--- src/rtl/dmem_arbiter.sv ---
// Data-memory port arbiter: CPU priority, EXT preempts after MAX_WAIT denied cycles; CPU 0-cycle, EXT ack 1 cycle after grant.
// Backpressure via cpu_stall_o (CPU) and held ext_req_i until ext_ack_o (EXT); DMEM_ARB_STATS_EN adds stall/grant counters.
module dmem_arbiter #(
  parameter int ADDR_W   = 32,
  parameter int DATA_W   = 32,
  parameter int MAX_WAIT = 4
) (
  input  logic              clk_i,
  input  logic              rst_i,
  input  logic              cpu_req_i,
  input  logic              cpu_we_i,
  input  logic [ADDR_W-1:0] cpu_addr_i,
  input  logic [DATA_W-1:0] cpu_wdata_i,
  output logic [DATA_W-1:0] cpu_rdata_o,
  output logic              cpu_stall_o,
  input  logic              ext_req_i,
  input  logic              ext_we_i,
  input  logic [ADDR_W-1:0] ext_addr_i,
  input  logic [DATA_W-1:0] ext_wdata_i,
  output logic [DATA_W-1:0] ext_rdata_o,
  output logic              ext_ack_o,
  output logic [ADDR_W-1:0] mem_addr_o,
  output logic [DATA_W-1:0] mem_wdata_o,
  output logic              mem_read_o,
  output logic              mem_write_o,
  input  logic [DATA_W-1:0] mem_rdata_i
`ifdef DMEM_ARB_STATS_EN
  ,
  output logic [15:0]       stat_stall_cnt_o,
  output logic [15:0]       stat_ext_cnt_o
`endif
);

  localparam int WCNT_W = (MAX_WAIT > 0) ? $clog2(MAX_WAIT + 1) : 1;
  localparam logic [WCNT_W-1:0] WAIT_MAX = WCNT_W'(MAX_WAIT);
  localparam logic [WCNT_W-1:0] WAIT_ONE = WCNT_W'(1);

  typedef enum logic [0:0] {
    ARB     = 1'b0,
    EXT_ACK = 1'b1
  } state_e;

  state_e              state_q, state_d;
  logic [WCNT_W-1:0]   wait_cnt_q, wait_cnt_d;
  logic                ext_ack_q, ext_ack_d;
  logic [DATA_W-1:0]   ext_rdata_q, ext_rdata_d;
  logic                grant_ext;

  assign grant_ext = (state_q == ARB) && ext_req_i &&
                     (!cpu_req_i || (wait_cnt_q == WAIT_MAX));

  assign cpu_rdata_o = mem_rdata_i;
  assign cpu_stall_o = !rst_i && cpu_req_i && grant_ext;
  assign ext_ack_o   = ext_ack_q;
  assign ext_rdata_o = ext_rdata_q;

  // Reset gates the strobes combinationally so no write slips through mid-cycle.
  always_comb begin
    mem_addr_o  = '0;
    mem_wdata_o = '0;
    mem_read_o  = 1'b0;
    mem_write_o = 1'b0;
    if (!rst_i) begin
      if (grant_ext) begin
        mem_addr_o  = ext_addr_i;
        mem_wdata_o = ext_wdata_i;
        mem_read_o  = !ext_we_i;
        mem_write_o = ext_we_i;
      end else if (cpu_req_i) begin
        mem_addr_o  = cpu_addr_i;
        mem_wdata_o = cpu_wdata_i;
        mem_read_o  = !cpu_we_i;
        mem_write_o = cpu_we_i;
      end
    end
  end

  always_comb begin
    state_d     = state_q;
    wait_cnt_d  = wait_cnt_q;
    ext_ack_d   = 1'b0;
    ext_rdata_d = ext_rdata_q;
    case (state_q)
      ARB: begin
        if (grant_ext) begin
          state_d     = EXT_ACK;
          ext_ack_d   = 1'b1;
          ext_rdata_d = mem_rdata_i;
          wait_cnt_d  = '0;
        end else if (!ext_req_i) begin
          wait_cnt_d = '0;
        end else if (wait_cnt_q != WAIT_MAX) begin
          wait_cnt_d = wait_cnt_q + WAIT_ONE;
        end
      end
      EXT_ACK: begin
        // A still-asserted request here belongs to the access just acked.
        state_d = ARB;
        if (!ext_req_i) wait_cnt_d = '0;
      end
      default: state_d = ARB;
    endcase
  end

  always_ff @(posedge clk_i or posedge rst_i) begin
    if (rst_i) begin
      state_q     <= ARB;
      wait_cnt_q  <= '0;
      ext_ack_q   <= 1'b0;
      ext_rdata_q <= '0;
    end else begin
      state_q     <= state_d;
      wait_cnt_q  <= wait_cnt_d;
      ext_ack_q   <= ext_ack_d;
      ext_rdata_q <= ext_rdata_d;
    end
  end

`ifdef DMEM_ARB_STATS_EN
  logic [15:0] stat_stall_q, stat_stall_d;
  logic [15:0] stat_ext_q, stat_ext_d;

  always_comb begin
    stat_stall_d = stat_stall_q;
    stat_ext_d   = stat_ext_q;
    if (cpu_stall_o && (stat_stall_q != 16'hFFFF)) stat_stall_d = stat_stall_q + 16'd1;
    if (grant_ext && (stat_ext_q != 16'hFFFF))     stat_ext_d   = stat_ext_q + 16'd1;
  end

  always_ff @(posedge clk_i or posedge rst_i) begin
    if (rst_i) begin
      stat_stall_q <= '0;
      stat_ext_q   <= '0;
    end else begin
      stat_stall_q <= stat_stall_d;
      stat_ext_q   <= stat_ext_d;
    end
  end

  assign stat_stall_cnt_o = stat_stall_q;
  assign stat_ext_cnt_o   = stat_ext_q;
`endif

endmodule

--- config.mk ---
export PLATFORM = sky130hd
export DESIGN_NAME = dmem_arbiter
export DESIGN_NICKNAME = d
export VERILOG_FILES = /design/src/rtl/dmem_arbiter.sv
export SDC_FILE = /design/constraint.sdc
export NUM_CORES = 1
export LEC_CHECK = 0
export CORE_AREA = 8 8 108 110
export CTS_CLUSTER_SIZE = 14
export DETAILED_ROUTE_END_ITERATION = 12
export DIE_AREA = 0 0 116 118
export PLACE_DENSITY = 0.77
export SKIP_LAST_GASP = 1
export SLEW_MARGIN = 20
export SYNTH_ARGS = -nofsm -noshare
export SYNTH_HDL_FRONTEND = slang
export SYNTH_SLANG_ARGS = --single-unit
--- constraint.sdc ---
create_clock -name clk_i -period 6.5 [get_ports clk_i]
set_clock_uncertainty 0.2 [all_clocks]
set_input_delay 1.625 -clock clk_i [delete_from_list [all_inputs] [get_ports clk_i]]
set_output_delay 1.625 -clock clk_i [all_outputs]
set_load 0.05 [all_outputs]
After elaboration in Yosys (flattened, before gate mapping)

Index checks and enable logic that the tools add are counted.

$add $sub $neg: 1
Equality and inequality tests: 4
Muxes and demuxes: 20
Bitwise logic cells: 1
Reduce and logical (&&, ||, !) cells: 11

Operator list:

| operator                                      | count |
|---|---|
| 2-to-1 mux 32 bit                             | 6 |
| 2-to-1 mux 3 bit                              | 4 |
| 2-to-1 mux 1 bit                              | 8 |
| case mux 3 bit (2 select lines)               | 1 |
| logical AND 1 bit                             | 4 |
| zero test 1 bit                               | 4 |
| != test 4 x 3 -> 1 bit, second input constant | 1 |
| AND reduction 2 bit                           | 2 |
| adder 3 x 1 -> 3 bit, second input constant   | 1 |
| == test 3 bit, second input constant          | 1 |
| != test 3 bit, second input constant          | 1 |
| != test 2 bit, second input constant          | 1 |
| case mux 1 bit (2 select lines)               | 1 |
| logical OR 1 bit                              | 1 |
| inverter 1 bit                                | 1 |

Bits in registers: 37
Input bits: 166
Output and inout port bits: 132
Logic and storage cells: 41

Depth between registers and ports, before layout

Gate-level depths: netlist of the first run.

Depth in word-level cells: 5
Mapped depth: 7
Depth with buffers taken out: 5

Worst setup path after synthesis of the first run

No wires, ideal clock.

Path type: input port to output port
From: input port cpu_req_i
To: output port cpu_stall_o
Data arrival time: 2.880 ns
Data required time: 4.675 ns
Path slack: 1.795 ns
Cell stages on the path: 2
Buffers on the path: 0
Cell sequence: a21boi_4 nor3_1

Word-level cells in the longest chain between the ends: 4
Elaborated cells between the ends (all ways): 5
Classes of those cells: reduce/logical: 5

Ends and longest elaborated chain:

| item                | line | RTL |
|---|---|---|
| from (decl)         | 10   | `input logic cpu_req_i,` |
| zero test 1 bit     | 50   | `(!cpu_req_i \|\| (wait_cnt_q == WAIT_MAX));` |
| logical OR 1 bit    | 50   |  |
| logical AND 1 bit   | 49   | `assign grant_ext = (state_q == ARB) && ext_req_i &&` |
| logical AND 1 bit * | 53   | `assign cpu_stall_o = !rst_i && cpu_req_i && grant_ext;` |
| to (decl)           | 15   | `output logic cpu_stall_o,` |

Mark *: on every way between the ends. The rest lies on a longest branch, timed or not.

Worst setup path in the final report of the first run

From: input port ext_req_i
To: output port mem_addr_o[18]

Word-level cells in the longest chain between the ends: 4

Ends and longest elaborated chain:

| item                           | line | RTL |
|---|---|---|
| from (decl)                    | 16   | `input logic ext_req_i,` |
| logical AND 1 bit (2 in a row) | 49   |  |
| 2-to-1 mux 32 bit              | 64   | `if (grant_ext) begin` |
| 2-to-1 mux 32 bit              | 63   | `if (!rst_i) begin` |
| to (decl)                      | 22   | `output logic [ADDR_W-1:0] mem_addr_o,` |

Every way passes these cells.

==> impl_metrics.ini, run 1 <==
[run_status]
status = finished, final reports clean

[sta]
max_slew_margin_pct = 61.2
drv_slew = 0
hold_viol = 0
setup_tns_ns = 0
tightest_slew_ns = 0.582
rsz0062_at_grt = false
finalCriticalPeriod_ns = 5.84
timing.hold.ws_ns = 0.312
finalCritPeriodShare_pct = 89.8
setup_viol = 0
max_freq_ghz = 0.171

[clocking]
ctsHoldBuffers = 0
htreeDepth = 2
cts_tree = yes
ctsLongestPathBuffers = 2
postCtsSetupRepairBufs = 0
cts_made_buffers = 5
clkSinkCount = 36
clock_latency_ns = 0.27
clkTransAtPathRegs_ns = 0.07
cts_resized = 0
cts-root-buf = clkbuf_8

[worst_setup_path]
critPathTopFamily = buffers and inverters
rr_worst_depth = 6
path_buf_inv = 3
startpoint_type = input port
cp-end-kind = output port
critPathMaxFanout = 40
worstSetupPathType = input port to output port
crit_arrival_ns = 4.01
crit_slowest_cell = clkdlybuf4s50_1
cp.required_ns = 4.68
reg2reg_from = wait_cnt_q[0]
rrSetupSlack_ns = 4.28
rr_endpoint = ext_rdata_o[8]
crit_top_cell = clkdlybuf4s50_1
critPathMaxStageDelay_ns = 0.83
path_cells = clkdlybuf4s50_1 > nand2b_1 > nor3_4 > buf_4 > a22o_1 > clkdlybuf4s50_1

[layout]
areaGrowthSynthToFinish_pct = 114
layout_common_cells = 263 x clkdlybuf4s50_1, 66 x a22o_1, 39 x buf_4
final_common_cell = clkdlybuf4s50_1
diodes = 0
drive_gt1_share_pct = 17.8
fin_util_pct = 53.9
seq_area_um2 = 901
fill_cells = 878
multi_input_area_um2 = 1220
nNetsFinal = 638

[routing]
wire_per_inst_um = 21.8
drt_iter0_markers = 143
detail-route-antenna-nets = 0
routed_wl_um = 13200
post_drt_via_cell_ratio = 4.59
dr.pass1.iters = 4
vias = 2784
drc = 0

[floorplan]
initial_core_util_pct = 25.2
core_um2 = 10000
rows = 37
ios = 298
die_w_um = 116
chipHeight_um = 118
dieArea_um2 = 13700

[power]
p_int_mw = 0.668
p_total_mw = 1.13
p_per_area_nw_per_um2 = 210
pwr-share-clk_pct = 19.0
p_sw_mw = 0.464
combPwrFrac_pct = 55.8
p_sw_share_pct = 41.0
leakagePower_nw = 2.25
ir_drop_uv = 148
seq_power_share_pct = 25.2

[synthesis]
syn_area_per_cell_um2 = 12.0
yosys_register_bits = 36
yosys_warnings = 0
synthMuxAreaShare_pct = 18.7
synth_top_family_by_area = compound AO/OA/AOI/OAI gates
seq_area_frac_synth_pct = 35.8
synth_compound_area_share_pct = 25.5
synth_simple_gate_area_share_pct = 2.89
synth_fp_nets = 377
synth_cell_types = 21
synth_xor_area_share_pct = 0
synth_top_flop_cell = dfrtp_1
syn-cell-area_um2 = 2510
synth_edf_count = 0
async_reset_ff_share_pct = 100
synth_fa_ha_area_share_pct = 0.995
syn-instance-count = 209

[place]
io_buffers = 297
gp_congestion = 0.858
dpl.hpwl_um = 11200

[global_routing]
grt_max_degree = 41
grt_usage_pct = 18.3
grt_overflow = 0
first_global_vias = 3067
grt_pass1_wl_um = 19200
antenna_found_initial = 0

[hold_path]
worstHoldPathType = flop to flop
hold_end = ext_rdata_o[5]
min_from = ext_rdata_o[5]
min_path_cells = 1

[job]
maxCapViolations = 0
-- Yosys cell counts, types with 2 or more instances --
master | n | area share [%]
a21boi_0 | 3 | 0.90
ha_1 | 2 | 0.99
dfrtp_1 | 36 | 36
mux2_2 | 3 | 1.3
mux2_4 | 29 | 17
a22o_1 | 66 | 23
nand2b_1 | 2 | 0.50
inv_1 | 6 | 0.90
buf_4 | 38 | 11
buf_2 | 4 | 0.80
nand3_1 | 3 | 0.60
nand2_1 | 2 | 0.30
buf_6 | 7 | 3.1
-- worst max-delay path by stage --
stage / start / end / slack, ns / cells past startpoint
after CTS: ext_req_i / mem_addr_o[18] / 0.66 / 6
after detailed placement: ext_req_i / mem_addr_o[18] / 0.67 / 6
after global routing: ext_req_i / mem_addr_o[18] / 0.54 / 6
after global placement: rst_i / mem_addr_o[18] / 0.70 / 6
after floorplan: cpu_req_i / cpu_stall_o / 1.80 / 2
final: ext_req_i / mem_addr_o[18] / 0.66 / 6
-- metrics by stage --
step,instances,setup WS [ns],instance area [um^2]
after global placement,599,0.698,5260
final,607,0.663,5390
after global routing,607,0.537,5390
after detailed placement,599,0.672,5260
after CTS,607,0.662,5390
after floorplan,209,1.80,2510
-- metal layers --
metal,up-vias,global-route usage (%),wire (um)
met4,0,6.49,323
met3,20,9.80,1940
met5,-,0,0
met2,178,29.4,6040
li1,1281,-,-
met1,1305,19.8,4910
-- power by group through the flow --
stage / clock network (mW) / logic (mW) / registers (mW)
after global routing: 0.230 / 0.658 / 0.289
after global placement: 0 / 0.633 / 0.286
final: 0.215 / 0.632 / 0.285
after CTS: 0.223 / 0.639 / 0.285
after floorplan: 0 / 0.250 / 0.416
after detailed placement: 0 / 0.636 / 0.287
-- cells by family (layout without fill, tap and decap cells) --
logic type / Yosys count / after routing
buffers and inverters: 55 / 317
adders and majority gates: 2 / 2
muxes: 32 / 32
DFF: 36 / 36
and+or+nand+nor: 12 / 12
AOI/OAI and AO/OA: 72 / 72
-- cell type report --
type                            count  area share (%)
Tap cell                          136            3.16
Multi-Input combinational cell    118            22.7
Inverter                            6           0.418
Clock inverter                      1           0.557
Sequential cell                    36            16.7
Timing Repair Buffer              303            54.6
Clock buffer                        7            1.79
-- sequential cells by signal, indices dropped and copies added (netlist names) --
signal and cells:
wait_cnt_q 3, ext_ack_o 1, ext_rdata_o 32
Note: power is estimated with default switching activity, not from simulation.
==> run 2, diff against run 1 <==
--- a/config.mk
+++ b/config.mk
@@ -10,6 +10,7 @@
 export DETAILED_ROUTE_END_ITERATION = 12
 export DIE_AREA = 0 0 116 118
 export PLACE_DENSITY = 0.77
+export REMOVE_ABC_BUFFERS = 1
 export SKIP_LAST_GASP = 1
 export SLEW_MARGIN = 20
 export SYNTH_ARGS = -nofsm -noshare
==> run 2 against run 1 <==
  * Cell count is 0.82% lower
  * Hold slack worse by 0.0082 ns
  * Sequential share of layout area hardly changed
==> impl_metrics.ini, run 2 (synthesis gave the netlist of run 1 again) <==
[layout]
fin_area_um2 = 5400
layout_common_cells = 290 x clkdlybuf4s50_1, 66 x a22o_1, 36 x dfrtp_1
seq_area_um2 = 901
fill_cells = 878
areaGrowthSynthToFinish_pct = 115
diodes = 0
largest_reg_flops = 32
nNetsFinal = 636
multi_input_area_um2 = 1220
drive_gt1_share_pct = 11.2
fin_util_pct = 54.0
final_common_cell = clkdlybuf4s50_1

[power]
p_total_mw = 1.06
leakagePower_nw = 2.17
ir_drop_uv = 163
p_per_area_nw_per_um2 = 197

[clocking]
clkSinkCount = 36
cts_made_buffers = 5
htreeDepth = 2
cts_tree = yes
ctsHoldBuffers = 0
ctsLongestPathBuffers = 2
cts-root-buf = clkbuf_8
clock_latency_ns = 0.28
clkTransAtPathRegs_ns = 0.06
cts_resized = 0
postCtsSetupRepairBufs = 0

[place]
io_buffers = 297
gp_congestion = 1.00
dpl_cell_area_um2 = 5330
dpl.hpwl_um = 11500

[worst_setup_path]
critPathMaxStageDelay_ns = 0.82
worstSetupPathType = input port to output port
critPathTopFamily = buffers and inverters
path_buf_inv = 3
critPathMaxFanout = 66
crit_arrival_ns = 3.96
cp.required_ns = 4.68
rr_worst_depth = 6
rrSetupSlack_ns = 4.29
startpoint = ext_req_i
reg2reg_from = wait_cnt_q[0]
crit_slowest_cell = clkdlybuf4s50_1
rr_endpoint = ext_rdata_o[10]
startpoint_type = input port
path_cells = clkdlybuf4s50_1 > nand2b_1 > nor3_4 > buf_12 > a22o_1 > clkdlybuf4s50_1
cp-end-kind = output port
crit_top_cell = clkdlybuf4s50_1

[sta]
rsz0062_at_grt = false
hold_viol = 0
finalCritPeriodShare_pct = 89.0
timing.hold.ws_ns = 0.304
tightest_slew_ns = 0.582
max_slew_margin_pct = 61.1
setup_viol = 0
max_freq_ghz = 0.173
drv_slew = 0
finalCriticalPeriod_ns = 5.79
setup_tns_ns = 0

[job]
maxCapViolations = 0

[floorplan]
initial_core_util_pct = 25.2
core_um2 = 10000
rows = 37
ios = 298
die_w_um = 116
chipHeight_um = 118
dieArea_um2 = 13700

[global_routing]
grt_overflow = 0
grt_usage_pct = 18.9
grt_pass1_wl_um = 19500
antenna_found_initial = 2
grt_max_degree = 67
first_global_vias = 3145

[routing]
routed_wl_um = 13700
detail-route-antenna-nets = 0
drc = 0
dr.pass1.iters = 4
drt_iter0_markers = 163
post_drt_via_cell_ratio = 4.65
vias = 2798
wire_per_inst_um = 22.7

[run_status]
status = finished, final reports clean

[hold_path]
hold_end = ext_rdata_o[9]
min_from = ext_rdata_o[9]
worstHoldPathType = flop to flop
min_path_cells = 1
-- run 2: changes by cell type in the layout (fill, tap and decap cells not counted) --
cell             previous run  this run
bufinv_16                   1         0
clkdlybuf4s50_1           263       290
buf_12                      1         2
buf_4                      39         9
clkbuf_8                    7         5
-- run 2: layout make-up --
class,instances,share of cell area (%)
multi-input combinational,118,22.7
sequential,36,16.7
tap,136,3.15
timing repair buffer,301,55.8
clock buffer,5,1.27
inverter,6,0.417
-- run 2: layer usage --
layer	track usage, %	share of wire [%]	vias up
li1	-	-	1272
met1	18.1	34	1305
met2	32.6	49	189
met3	9.70	14	28
met4	8.76	3.5	4
met5	0	0.17	-
-- run 2: power by group --
part           leakage [nW]  internal, mW  switching, mW  total, mW
logic                  1.70         0.275          0.362      0.636
registers             0.431         0.262         0.0227      0.284
clock network        0.0359        0.0690         0.0729      0.142
total                  2.17         0.606          0.457       1.06
-- run 2: worst max-delay path by stage --
stage               cells past startpoint  slack, ns             end
floorplan                               3       0.32   mem_addr_o[0]
global placement                        6       0.76   mem_addr_o[6]
detailed placement                      6       0.72   mem_addr_o[6]
CTS                                     6       0.71   mem_addr_o[6]
global route                            6       0.62  mem_addr_o[30]
finish                                  6       0.71   mem_addr_o[6]
-- run 2: per-stage QoR --
| stage | std cells | worst slack [ns] |
|---|---|---|
| detailed placement | 597 | 0.717 |
| global placement | 597 | 0.761 |
| finish | 602 | 0.713 |
| floorplan | 160 | 0.320 |
| CTS | 602 | 0.705 |
| global route | 602 | 0.618 |
